==> config.mk <==
export PLATFORM = sky130hd
export DESIGN_NAME = hazard_control
export DESIGN_NICKNAME = d
export VERILOG_FILES = /design/src/rtl/hazard_control.sv
export SDC_FILE = /design/constraint.sdc
export NUM_CORES = 1
export LEC_CHECK = 0
export ABC_AREA = 1
export CAP_MARGIN = 20
export CELL_PAD_IN_SITES_DETAIL_PLACEMENT = 0
export CELL_PAD_IN_SITES_GLOBAL_PLACEMENT = 1
export CORE_UTILIZATION = 36
export CTS_CLUSTER_DIAMETER = 200
export DETAILED_ROUTE_END_ITERATION = 10
export PLACE_DENSITY_LB_ADDON = 0.1
export SLEW_MARGIN = 15
export SYNTH_ARGS = -nofsm -noshare
export SYNTH_HDL_FRONTEND = slang
export SYNTH_SLANG_ARGS = --single-unit
==> constraint.sdc <==
create_clock -name clk -period 3.3 [get_ports clk]
set_input_delay 0.99 -clock clk [delete_from_list [all_inputs] [get_ports clk]]
set_output_delay 0.99 -clock clk [all_outputs]
set_load 0.01 [all_outputs]
==> src/rtl/hazard_control.sv <==
// hazard_control: pipeline stall/flush/bubble arbitration with a data-memory
// wait watchdog and saturating stall/flush statistics.
`default_nettype none

module hazard_control #(
  parameter int unsigned MEM_TIMEOUT = 16
) (
  input  logic        clk,
  input  logic        reset,
  input  logic [4:0]  idRs,
  input  logic [4:0]  idRt,
  input  logic        idUsesRt,
  input  logic        exMemRead,
  input  logic [4:0]  exRd,
  input  logic        branchTaken,
  input  logic        dmemReq,
  input  logic        dmemReady,
  output logic        pcWrite,
  output logic        ifidWrite,
  output logic        idexWrite,
  output logic        exmemWrite,
  output logic        idexBubble,
  output logic        ifidFlush,
  output logic        idexFlush,
  output logic        memwbBubble,
  output logic        memError,
  output logic [15:0] stallCycles,
  output logic [15:0] flushCount
);

  typedef enum logic [1:0] {
    S_RUN     = 2'd0,
    S_MEMWAIT = 2'd1,
    S_ERROR   = 2'd2
  } state_t;

  localparam logic [15:0] CNT_MAX = 16'hFFFF;

  state_t      state_q;
  logic [7:0]  waitCnt_q;
  logic        memError_q;
  logic [15:0] stall_q;
  logic [15:0] flush_q;

  logic memBusy;
  logic freeze;
  logic loadUse;

  assign memBusy = dmemReq && !dmemReady;
  assign freeze  = memBusy || (state_q == S_ERROR);
  assign loadUse = exMemRead && (exRd != 5'd0) &&
                   ((idRs == exRd) || (idUsesRt && (idRt == exRd)));

  // Release happens in the dmemReady cycle itself since freeze is purely combinational.
  always_comb begin
    pcWrite     = 1'b0;
    ifidWrite   = 1'b0;
    idexWrite   = 1'b0;
    exmemWrite  = 1'b0;
    idexBubble  = 1'b0;
    ifidFlush   = 1'b0;
    idexFlush   = 1'b0;
    memwbBubble = 1'b0;
    if (reset) begin
      pcWrite = 1'b0;
    end else if (freeze) begin
      memwbBubble = 1'b1;
    end else if (branchTaken) begin
      pcWrite    = 1'b1;
      ifidWrite  = 1'b1;
      idexWrite  = 1'b1;
      exmemWrite = 1'b1;
      ifidFlush  = 1'b1;
      idexFlush  = 1'b1;
    end else if (loadUse) begin
      idexWrite  = 1'b1;
      exmemWrite = 1'b1;
      idexBubble = 1'b1;
    end else begin
      pcWrite    = 1'b1;
      ifidWrite  = 1'b1;
      idexWrite  = 1'b1;
      exmemWrite = 1'b1;
    end
  end

  assign memError    = memError_q && !reset;
  assign stallCycles = reset ? 16'd0 : stall_q;
  assign flushCount  = reset ? 16'd0 : flush_q;

  always_ff @(posedge clk) begin
    if (reset) begin
      state_q    <= S_RUN;
      waitCnt_q  <= 8'd0;
      memError_q <= 1'b0;
      stall_q    <= 16'd0;
      flush_q    <= 16'd0;
    end else begin
      case (state_q)
        S_RUN: begin
          if (memBusy) begin
            state_q   <= S_MEMWAIT;
            waitCnt_q <= 8'd1;
          end
        end
        S_MEMWAIT: begin
          if (!memBusy) begin
            state_q   <= S_RUN;
            waitCnt_q <= 8'd0;
          end else if (waitCnt_q == 8'(MEM_TIMEOUT)) begin
            state_q    <= S_ERROR;
            memError_q <= 1'b1;
          end else begin
            waitCnt_q <= waitCnt_q + 8'd1;
          end
        end
        S_ERROR: begin
          state_q    <= S_ERROR;
          memError_q <= 1'b1;
        end
        default: begin
          state_q   <= S_RUN;
          waitCnt_q <= 8'd0;
        end
      endcase
      if (!pcWrite && (stall_q != CNT_MAX)) stall_q <= stall_q + 16'd1;
      if (ifidFlush && (flush_q != CNT_MAX)) flush_q <= flush_q + 16'd1;
    end
  end

endmodule

`default_nettype wire

[Yosys cells after proc, flatten, opt, wreduce, memory -nomap -nowiden]
Cells that the tools add are included.
Widths: inputs -> output; s select.
Word-level totals
  flip-flop bits (word level): 43
  bits in latches: 0
  bits in writable memories: 0
  ROM bits: 0
  output and inout bits: 41
  word-level logic and storage cells: 67
  memories: 0
Cells by class
  add/subtract/negate cells: 3
  multipliers: 0
  divide/modulo/power cells: 0
  $lt $le $gt $ge: 0
  equal/unequal tests: 12
  shift-type cells: 0
  muxes and demuxes: 28
  bitwise logic cells: 1
  reduce and logical (&&, ||, !) cells: 18
Operators with widths (number)
  $add 16x1->16 const B: 2
  $mux 16: 2
  $ne 16x16->1 const B: 2
  $mux 8: 3
  $pmux 8 s3: 1
  $mux 1: 17
  $eq 5x5->1: 2
  $add 8x1->8 const B: 1
  $eq 8x5->1 const B: 1
  $logic_and 1x1->1: 7
  $mux 2: 3
  $ne 2x2->1 const B: 3
  $ne 3x3->1 const B: 2
  $pmux 2 s3: 1
  $reduce_and 3->1: 2
  $reduce_bool 5->1: 1
  $logic_not 1->1: 3
  $eq 2x1->1 const B: 1
  $eq 2x2->1 const B: 1
  $logic_not 2->1: 1
  $logic_or 1x1->1: 2
  $pmux 1 s2: 1
  $reduce_and 2->1: 1
  $reduce_bool 2->1: 1
  $not 1->1: 1

[Depth between registers and ports, before layout]
Gate-level depths: netlist of the first run.
  depth in word-level cells: 10
  depth in mapped cells: 12
  mapped depth without buffers: 11

[Worst setup path before layout of the first run]
OpenSTA, ideal clock, no wires.
  path type: input -> output
  start point: in dmemReq
  end point: out pcWrite
  arrival: 2.011 ns
  data required time: 2.310 ns
  slack: 0.299 ns
  cell stages on the path: 11
  cell sequence: inv_1 or2_1 buf_6 nand2_2 inv_2 nand2_4 inv_2 nand2_8 buf_6 inv_1 buf_4
Between the ends
  word-level cells in the longest chain between the ends: 4
RTL lines
  start: declaration: line 16  | input logic dmemReq,
  $logic_and 1x1->1: line 49  | assign memBusy = dmemReq && !dmemReady;
  $logic_or 1x1->1: line 50  | assign freeze = memBusy || (state_q == S_ERROR);
  $mux 1 (2 in series)
  end: declaration: line 18  | output logic pcWrite,
Every way passes these cells.

[Worst setup path after layout of the first run]
  start point: in dmemReq
  end point: out ifidFlush
Between the ends
  word-level cells in the longest chain between the ends: 4
RTL lines
  $logic_and 1x1->1: line 49
  $logic_or 1x1->1: line 50
  $mux 1: line 66  | end else if (freeze) begin
  $mux 1: line 64  | if (reset) begin
  end: declaration: line 23  | output logic ifidFlush,
Every way passes these cells.

==> impl_metrics.env, run 1 <==
export IMPL_outcome="complete, but fails checks"
export IMPL_violations="design-rule violations"
export IMPL_wire_per_inst_um=11.5
export IMPL_antenna_found_initial=0
export IMPL_drive_above_1_share=0.106
export IMPL_via_per_inst=4.71
export IMPL_seq_area_frac_synth=0.283
export IMPL_fmax_ghz=0.310
export IMPL_netlist_instances=475
export IMPL_route_detailed_drc=2
export IMPL_fin_crit_sh=0.977
export IMPL_r2r_start="flush_q[0]$_SDFFE_PP0P_"
export IMPL_wl_met3_um=246
export IMPL_rrSetupSlack_ps=1400
export IMPL_syn_to_final_growth_pct=25.9
export IMPL_dr_wl_met2_um=3310
export IMPL_hp_class="flip-flop to flip-flop"
export IMPL_tightest_slew_ps=638
export IMPL_met1_length_um=3770
export IMPL_setup_viol=0
export IMPL_synth_ff_latch_count=43
export IMPL_fin_crit_ps=3220
export IMPL_antennaDiodeCount=0
export IMPL_finalNonFillerCells=641
export IMPL_wirelength_um=7370
export IMPL_cts_buffer_depth=2
export IMPL_via_count=3021
export IMPL_grt_pass1_vias=2707
export IMPL_hold_violations=0
export IMPL_syn_nets=501
export IMPL_syn_area_mm2=0.00304
export IMPL_grt_max_degree=67
export IMPL_drtPass1Iterations=7
export IMPL_clk_latency_ps=300
export IMPL_die_area_mm2=0.00883
export IMPL_hold_depth=2
export IMPL_track_usage=0.173
export IMPL_hold_start="memError_q$_SDFFE_PP0P_"
export IMPL_core_mm2=0.00822
export IMPL_port_buffers=62
export IMPL_first_iter_violations=82
export IMPL_ys_types=33
export IMPL_r2r_cells=8
export IMPL_antenna_left=0
export IMPL_fin_util=0.467
export IMPL_num_fill_cells=897
export IMPL_placed_cell_area_mm2=0.00375
export IMPL_peakVddDrop_mv=0.177
export IMPL_clk_pin_slew_ps=90
export IMPL_std_cell_rows=33
export IMPL_maxUsedRoutingLayer="met4"
export IMPL_p_leak_uw=0.00151
export IMPL_hold_buffers=0
export IMPL_fp_dieW_um=94.0
export IMPL_initial_core_util=0.370
export IMPL_gp_congestion=0.765
export IMPL_cts_sinks=43
export IMPL_die_h_um=94.0
export IMPL_nNetsFinal=561
export IMPL_globalRoute_totalOverflow=0
export IMPL_clock_root_buffer="clkbuf_8"
export IMPL_rsz0062_at_grt="no"
export IMPL_critical_path_required_ps=2310
export IMPL_numCtsBuffers=5
export IMPL_design_area_mm2=0.00383
export IMPL_pin_count=63
export IMPL_fin_setup_tns_ps=0
export IMPL_power_uw=1030
export IMPL_ys_top_cells_by_area="dfxtp_1, nand2_1, inv_1, nor2_1, xor2_1"
export IMPL_yosys_area_top_type="dfxtp_1"
export IMPL_crit_type="input port to output port"
export IMPL_endpoint_kind="output port"
export IMPL_ys_warn_count=0
export IMPL_start_kind="input port"
export IMPL_clock_skew_ps=10.6
export IMPL_synth_top_cell_area_share=0.283
export IMPL_cts_tree="done"
export IMPL_htree_num_levels=2
export IMPL_path_max_fanout=3
export IMPL_slew_violations=0
export IMPL_dpl_hpwl_um=5390
export IMPL_power_density_mw_per_mm2=270
export IMPL_grt_pass1_wl_um=12300
export IMPL_holdPathEnd="memError_q$_SDFFE_PP0P_"
export IMPL_maxSlewHeadroom=0.571
export IMPL_rr_endpoint="flush_q[14]$_SDFFE_PP0P_"
export IMPL_avgSynthCellArea_um2=6.41
export IMPL_post_place_cells=633
export IMPL_drv_cap=0
export IMPL_worstPathArrival_ps=2230
-- synth_stat cells --
master,n
buf_6,5
a21boi_0,1
clkbuf_1,9
nand2_2,2
nand3_1,39
a211oi_1,1
nor3_1,13
dfxtp_1,43
or2_1,2
nor4_2,2
nand2_8,1
xor2_1,26
nor2_4,3
nand2_4,3
a21oi_1,31
nor2_2,1
xnor2_1,1
a21oi_2,10
inv_2,5
nand3_2,2
nand3b_1,1
inv_1,69
nand2_1,117
nor3_2,1
or2_2,2
nor3_4,1
nor4_1,3
ha_1,4
nand4_1,8
nand4_4,1
nor2_1,61
buf_4,3
o21ai_0,4
-- report_power, final --
part	switching (uW)	total [uW]	internal [uW]
Combinational	85.5	147	61.4
Sequential	7.17	533	526
Clock	204	355	152
Total	296	1030	739
-- per-layer routing --
| metal | up-vias | global-route usage |
|---|---|---|
| met2 | 40 | 0.290 |
| met4 | 0 | 0.0346 |
| met3 | 4 | 0.0275 |
| met5 | - | 0 |
| li1 | 1602 | - |
| met1 | 1375 | 0.233 |
-- registers in the layout (all words and copies together) (netlist names) --
signal / count
stall_q: 16
memError_q: 1
flush_q: 16
state_q: 2
waitCnt_q: 8
-- stage by stage --
step                      hold slack [ps]  worst slack [ps]
after CTS                             468            -0.260
after detailed placement              454              -424
after global placement                444              -399
after global routing                  481              3.57
final                                 468              75.8
after floorplan                       436               299
-- cell type report --
| cell class | count | area (um2) | share of cell area |
|---|---|---|---|
| flip-flops and latches | 43 | 861 | 0.225 |
| clock buffers | 5 | 68.8 | 0.0180 |
| inverters | 74 | 278 | 0.0725 |
| multi-input cells | 341 | 1800 | 0.468 |
| well taps | 105 | 131 | 0.0343 |
| repair buffers | 70 | 676 | 0.176 |
| clock inverters | 3 | 23.8 | 0.00620 |
-- cell families after synthesis --
family,after synthesis,synth area share
flip-flops,43,0.283
AND/OR/NAND/NOR,263,0.404
buffers and inverters,91,0.128
XOR/XNOR,27,0.0777
adder cells (fa/ha/maj),4,0.0164
AO/OA/AOI/OAI,47,0.0912
-- cells in the final DEF, fill, tap and decap left out, types with 7 or more instances in the layout --
cell and count:
a21oi_1 31, nand2_1 116, nand3_1 39, inv_1 67, dfxtp_1 43, xor2_1 26, nor2_1 61, inv_2 7
nand4_1 8, a21oi_2 10, nor3_1 13, dlygate4sd2_1 8, buf_4 7, clkdlybuf4s50_1 43
-- timing repair --
item | 4_1_cts | 5_1_grt
setup buffers | 0 | 0
gates resized for setup | 22 | 10
pin swaps | 3 | 5
endpoints found under the hold margin | 0 | 0
setup endpoints to repair | 8 | 5
-- critical path: stages --
cell	delay [ps]
clkdlybuf4s50_1	450
inv_1	30
or2_1	230
nand2_2	70
inv_2	50
nand2_4	50
buf_4	120
nor2_4	40
clkdlybuf4s15_1	220
-- worst max-delay path by stage --
stage | to | start | slack (ps)
floorplan | pcWrite | dmemReq | 300
global placement | idexBubble | exRd[1] | -400
detailed placement | idexBubble | exRd[4] | -420
CTS | ifidWrite | idRs[2] | -0.3
global route | ifidFlush | dmemReady | 4
finish | ifidFlush | dmemReq | 80
Power figures use the tool's default switching activity.
==> inputs of run 2 (changes only) <==
CORE_UTILIZATION = 39   (was 36)
CTS_CLUSTER_SIZE = 40   (was default)
clock period = 4.03 ns   (was 3.3 ns; I/O delays follow)
==> impl_metrics.env, run 2 (synthesized netlist as in run 1, its figures left out) <==
export IMPL_outcome="completed"
export IMPL_antenna_found_initial=0
export IMPL_crit_path_start="dmemReady"
export IMPL_rsz0062_at_grt="no"
export IMPL_drive_above_1_share=0.0885
export IMPL_die_area_mm2=0.00816
export IMPL_gp_congestion=0.831
export IMPL_clock_root_buffer="clkbuf_8"
export IMPL_nNetsFinal=557
export IMPL_hold_violations=0
export IMPL_antenna_left=0
export IMPL_grt_pass1_vias=2871
export IMPL_antennaDiodeCount=0
export IMPL_fp_dieW_um=90.4
export IMPL_slew_violations=0
export IMPL_cts_tree="done"
export IMPL_worstPathArrival_ps=2710
export IMPL_clk_latency_ps=300
export IMPL_layout_commonest_cell="nand2_1"
export IMPL_drv_cap=0
export IMPL_fin_crit_ps=3920
export IMPL_hp_class="flip-flop to flip-flop"
export IMPL_die_h_um=90.4
export IMPL_peakVddDrop_mv=0.117
export IMPL_htree_num_levels=2
export IMPL_cts_buffer_depth=2
export IMPL_r2r_start="flush_q[0]$_SDFFE_PP0P_"
export IMPL_grt_pass1_wl_um=12600
export IMPL_dpl_hpwl_um=5420
export IMPL_initial_core_util=0.411
export IMPL_cts_sinks=43
export IMPL_fin_util=0.513
export IMPL_power_uw=843
export IMPL_num_fill_cells=773
export IMPL_globalRoute_totalOverflow=0
export IMPL_timing_hold_ws_ps=468
export IMPL_critical_path_required_ps=2820
export IMPL_numCtsBuffers=5
export IMPL_power_density_mw_per_mm2=222
export IMPL_layout_common_cells="nand2_1, inv_1, nor2_1, clkdlybuf4s50_1, dfxtp_1"
export IMPL_std_cell_rows=31
export IMPL_tightest_slew_ps=576
export IMPL_wirelength_um=7300
export IMPL_wire_per_inst_um=11.6
export IMPL_hold_start="waitCnt_q[7]$_SDFFE_PP0P_"
export IMPL_track_usage=0.184
export IMPL_first_iter_violations=100
export IMPL_largestRegisters="flush_q (16), stall_q (16), waitCnt_q (8)"
export IMPL_route_detailed_drc=0
export IMPL_pin_count=63
export IMPL_path_max_fanout=4
export IMPL_core_mm2=0.00741
export IMPL_via_count=3038
export IMPL_postCtsSetupBuffers=0
export IMPL_clk_pin_slew_ps=80
export IMPL_drtPass1Iterations=5
export IMPL_clock_skew_ps=11.0
export IMPL_setup_viol=0
export IMPL_start_kind="input port"
export IMPL_port_buffers=62
export IMPL_p_leak_uw=0.00144
export IMPL_syn_to_final_growth_pct=24.8
export IMPL_endpoint_kind="output port"
export IMPL_maxSlewHeadroom=0.612
export IMPL_via_per_inst=4.82
export IMPL_crit_type="input port to output port"
export IMPL_grt_max_degree=50
export IMPL_fmax_ghz=0.255
export IMPL_fin_crit_sh=0.972
==> run 2: power breakdown <==
group          leakage, uW  switching (uW)  internal [uW]  total (uW)
combinational      0.00105            69.1           52.4         122
clock            0.0000470             150            135         285
sequential        0.000347            5.85            430         436
==> run 2: stage by stage <==
| stage | TNS [ps] | instance area [um2] | cells | worst slack (ps) |
|---|---|---|---|---|
| 4_1_cts | 0 | 3800 | 630 | 102 |
| 5_1_grt | 0 | 3800 | 630 | 13.5 |
| 3_5_place_dp | -234 | 3710 | 623 | -101 |
| 3_3_place_gp | -224 | 3710 | 623 | -99.8 |
| 2_1_floorplan | 0 | 3040 | 475 | 591 |
| 6_report | 0 | 3800 | 630 | 114 |
==> run 2: path summary, 6_finish.rpt <==
kind	end	slack (ps)	cells past startpoint
worst min-delay path	waitCnt_q[7]$_SDFFE_PP0P_	470	2
worst min register to register	waitCnt_q[7]$_SDFFE_PP0P_	470	2
worst max-delay path	idexFlush	110	7
worst max register to register	flush_q[0]$_SDFFE_PP0P_	2150	8
==> run 2: layout make-up <==
class | count | area, um2 | area share
multi-input combinational | 341 | 1800 | 0.473
inverter | 74 | 278 | 0.0731
clock inverter | 1 | 5.00 | 0.00132
timing repair buffer | 66 | 654 | 0.172
sequential | 43 | 861 | 0.227
tap | 99 | 124 | 0.0326
clock buffer | 6 | 82.6 | 0.0217
==> run 2: worst max-delay path, stage by stage <==
cell and delay (ps):
clkdlybuf4s50_1 440, or2_1 130, nand2_2 50, inv_2 70, nand2_4 60, nor2_4 160
clkdlybuf4s50_1 580
==> run 2: routing by layer <==
layer	vias up	share of wire	track usage
li1	1598	-	-
met1	1386	0.49	0.234
met2	47	0.46	0.319
met3	7	0.034	0.0345
met4	0	0.0088	0.0457
met5	-	0	0
==> run 2: timing repair <==
| item | in CTS | in global routing |
|---|---|---|
| gates resized for setup | 4 | 0 |
| setup endpoints to repair | 3 | 0 |
| hold buffers | 0 | 0 |
==> inputs of run 3 (changes only) <==
CORE_UTILIZATION = 36   (was 39)
clock period = 4.25 ns   (was 4.03 ns; I/O delays follow)
==> impl_metrics.env, run 3 (synthesized netlist as in run 1, its figures left out) <==
export IMPL_antenna_left=0
export IMPL_hp_class="flip-flop to flip-flop"
export IMPL_syn_to_final_growth_pct=26.9
export IMPL_globalRoute_totalOverflow=0
export IMPL_clock_skew_ps=13.3
export IMPL_drive_above_1_share=0.0919
export IMPL_fp_dieW_um=94.0
export IMPL_via_per_inst=4.75
export IMPL_rr_endpoint="flush_q[0]$_SDFFE_PP0P_"
export IMPL_power_density_mw_per_mm2=229
export IMPL_r2r_cells=8
export IMPL_std_cell_rows=33
export IMPL_drv_cap=0
export IMPL_power_uw=884
export IMPL_gp_congestion=0.781
export IMPL_rrSetupSlack_ps=2360
export IMPL_crit_type="input port to output port"
export IMPL_layout_commonest_cell="nand2_1"
export IMPL_hold_start="memError_q$_SDFFE_PP0P_"
export IMPL_die_h_um=94.0
export IMPL_track_usage=0.176
export IMPL_first_iter_violations=118
export IMPL_tightest_slew_ps=578
export IMPL_pin_count=63
export IMPL_nNetsFinal=558
export IMPL_fin_util=0.470
export IMPL_drtPass1Iterations=7
export IMPL_outcome="complete, but fails checks"
export IMPL_cts_tree="done"
export IMPL_wire_per_inst_um=11.7
export IMPL_dpl_hpwl_um=5510
export IMPL_hold_depth=2
export IMPL_via_count=3030
export IMPL_maxSlewHeadroom=0.611
export IMPL_path_max_fanout=3
export IMPL_layout_common_cells="nand2_1, inv_1, nor2_1, clkdlybuf4s50_1, dfxtp_1"
export IMPL_holdPathEnd="memError_q$_SDFFE_PP0P_"
export IMPL_violations="design-rule violations"
export IMPL_htree_num_levels=2
export IMPL_postCtsSetupBuffers=0
export IMPL_core_mm2=0.00822
export IMPL_p_leak_uw=0.00151
export IMPL_critical_path_required_ps=2970
export IMPL_cts_sinks=43
export IMPL_setup_viol=0
export IMPL_port_buffers=62
export IMPL_fin_crit_sh=0.942
export IMPL_fmax_ghz=0.250
export IMPL_fin_crit_ps=4000
export IMPL_hold_violations=0
export IMPL_largestRegisters="flush_q (16), stall_q (16), waitCnt_q (8)"
export IMPL_numCtsBuffers=5
export IMPL_grt_max_degree=53
export IMPL_cts_buffer_depth=2
export IMPL_antenna_found_initial=0
export IMPL_antennaDiodeCount=0
export IMPL_hold_buffers=0
export IMPL_die_area_mm2=0.00883
export IMPL_peakVddDrop_mv=0.131
export IMPL_timing_hold_ws_ps=466
export IMPL_clock_root_buffer="clkbuf_8"
export IMPL_rsz0062_at_grt="no"
export IMPL_route_detailed_drc=2
export IMPL_endpoint_kind="output port"
export IMPL_worstPathArrival_ps=2730
export IMPL_wirelength_um=7490
export IMPL_r2r_start="flush_q[0]$_SDFFE_PP0P_"
export IMPL_start_kind="input port"
export IMPL_grt_pass1_vias=2709
export IMPL_clk_latency_ps=300
export IMPL_clk_pin_slew_ps=100
export IMPL_initial_core_util=0.370
export IMPL_grt_pass1_wl_um=12500
export IMPL_slew_violations=0
-- run 3: changes by cell type in the layout (fill, tap and decap cells not counted), sizes merged --
cell,delta
inv,+1
dlygate4sd2,-2
bufinv,+1
clkdlybuf4s50,-3
dlymetal6s2s,+5
buf,+1
clkinv,-1
-- run 3: worst max-delay path by stage --
stage | depth (start not counted) | start | endpoint
after floorplan | 11 | dmemReq | pcWrite
final | 8 | dmemReq | exmemWrite
after detailed placement | 10 | exRd[4] | idexBubble
after CTS | 11 | exRd[4] | pcWrite
after global placement | 10 | exRd[4] | idexBubble
after global routing | 10 | exRd[3] | idexBubble
-- run 3: cell type report --
type / instances / area [um2]
inverters: 74 / 278
flip-flops and latches: 43 / 861
multi-input cells: 341 / 1800
clock inverters: 2 / 38.8
fillers: 874 / 4350
repair buffers: 67 / 677
clock buffers: 6 / 82.6
well taps: 105 / 131
-- run 3: per-stage QoR --
stage                     setup TNS [ps]  setup WS [ps]  std cells  instance area [um2]
final                                  0            249        638                 3860
after global routing                   0            148        638                 3860
after CTS                              0           10.2        638                 3850
after detailed placement           -55.0          -55.0        630                 3730
after global placement             -21.6          -21.6        630                 3730
after floorplan                        0            679        475                 3040
-- run 3: metal layers --
layer / part of all wire / track usage
met1: 0.50 / 0.237
met2: 0.46 / 0.294
met3: 0.034 / 0.0259
met4: 0.0051 / 0.0423
met5: 0 / 0
-- run 3: report_power, final --
part | switching [uW] | internal (uW) | leakage, uW
clock | 161 | 194 | 0.0000618
combinational | 65.3 | 50.5 | 0.00110
sequential | 5.61 | 408 | 0.000347
total | 232 | 652 | 0.00151
-- run 3: repair_timing --
action / in CTS / in global routing
resized for setup: 1 / 6
pin swaps: 0 / 0
endpoints found under the setup margin: 1 / 2
-- run 3: worst max-delay path, stage by stage --
cell             delay (ps)
clkdlybuf4s50_1         450
inv_1                    30
or2_1                   230
nand2_2                  70
inv_2                    40
nand2_4                  70
inv_2                    70
clkdlybuf4s50_1         480
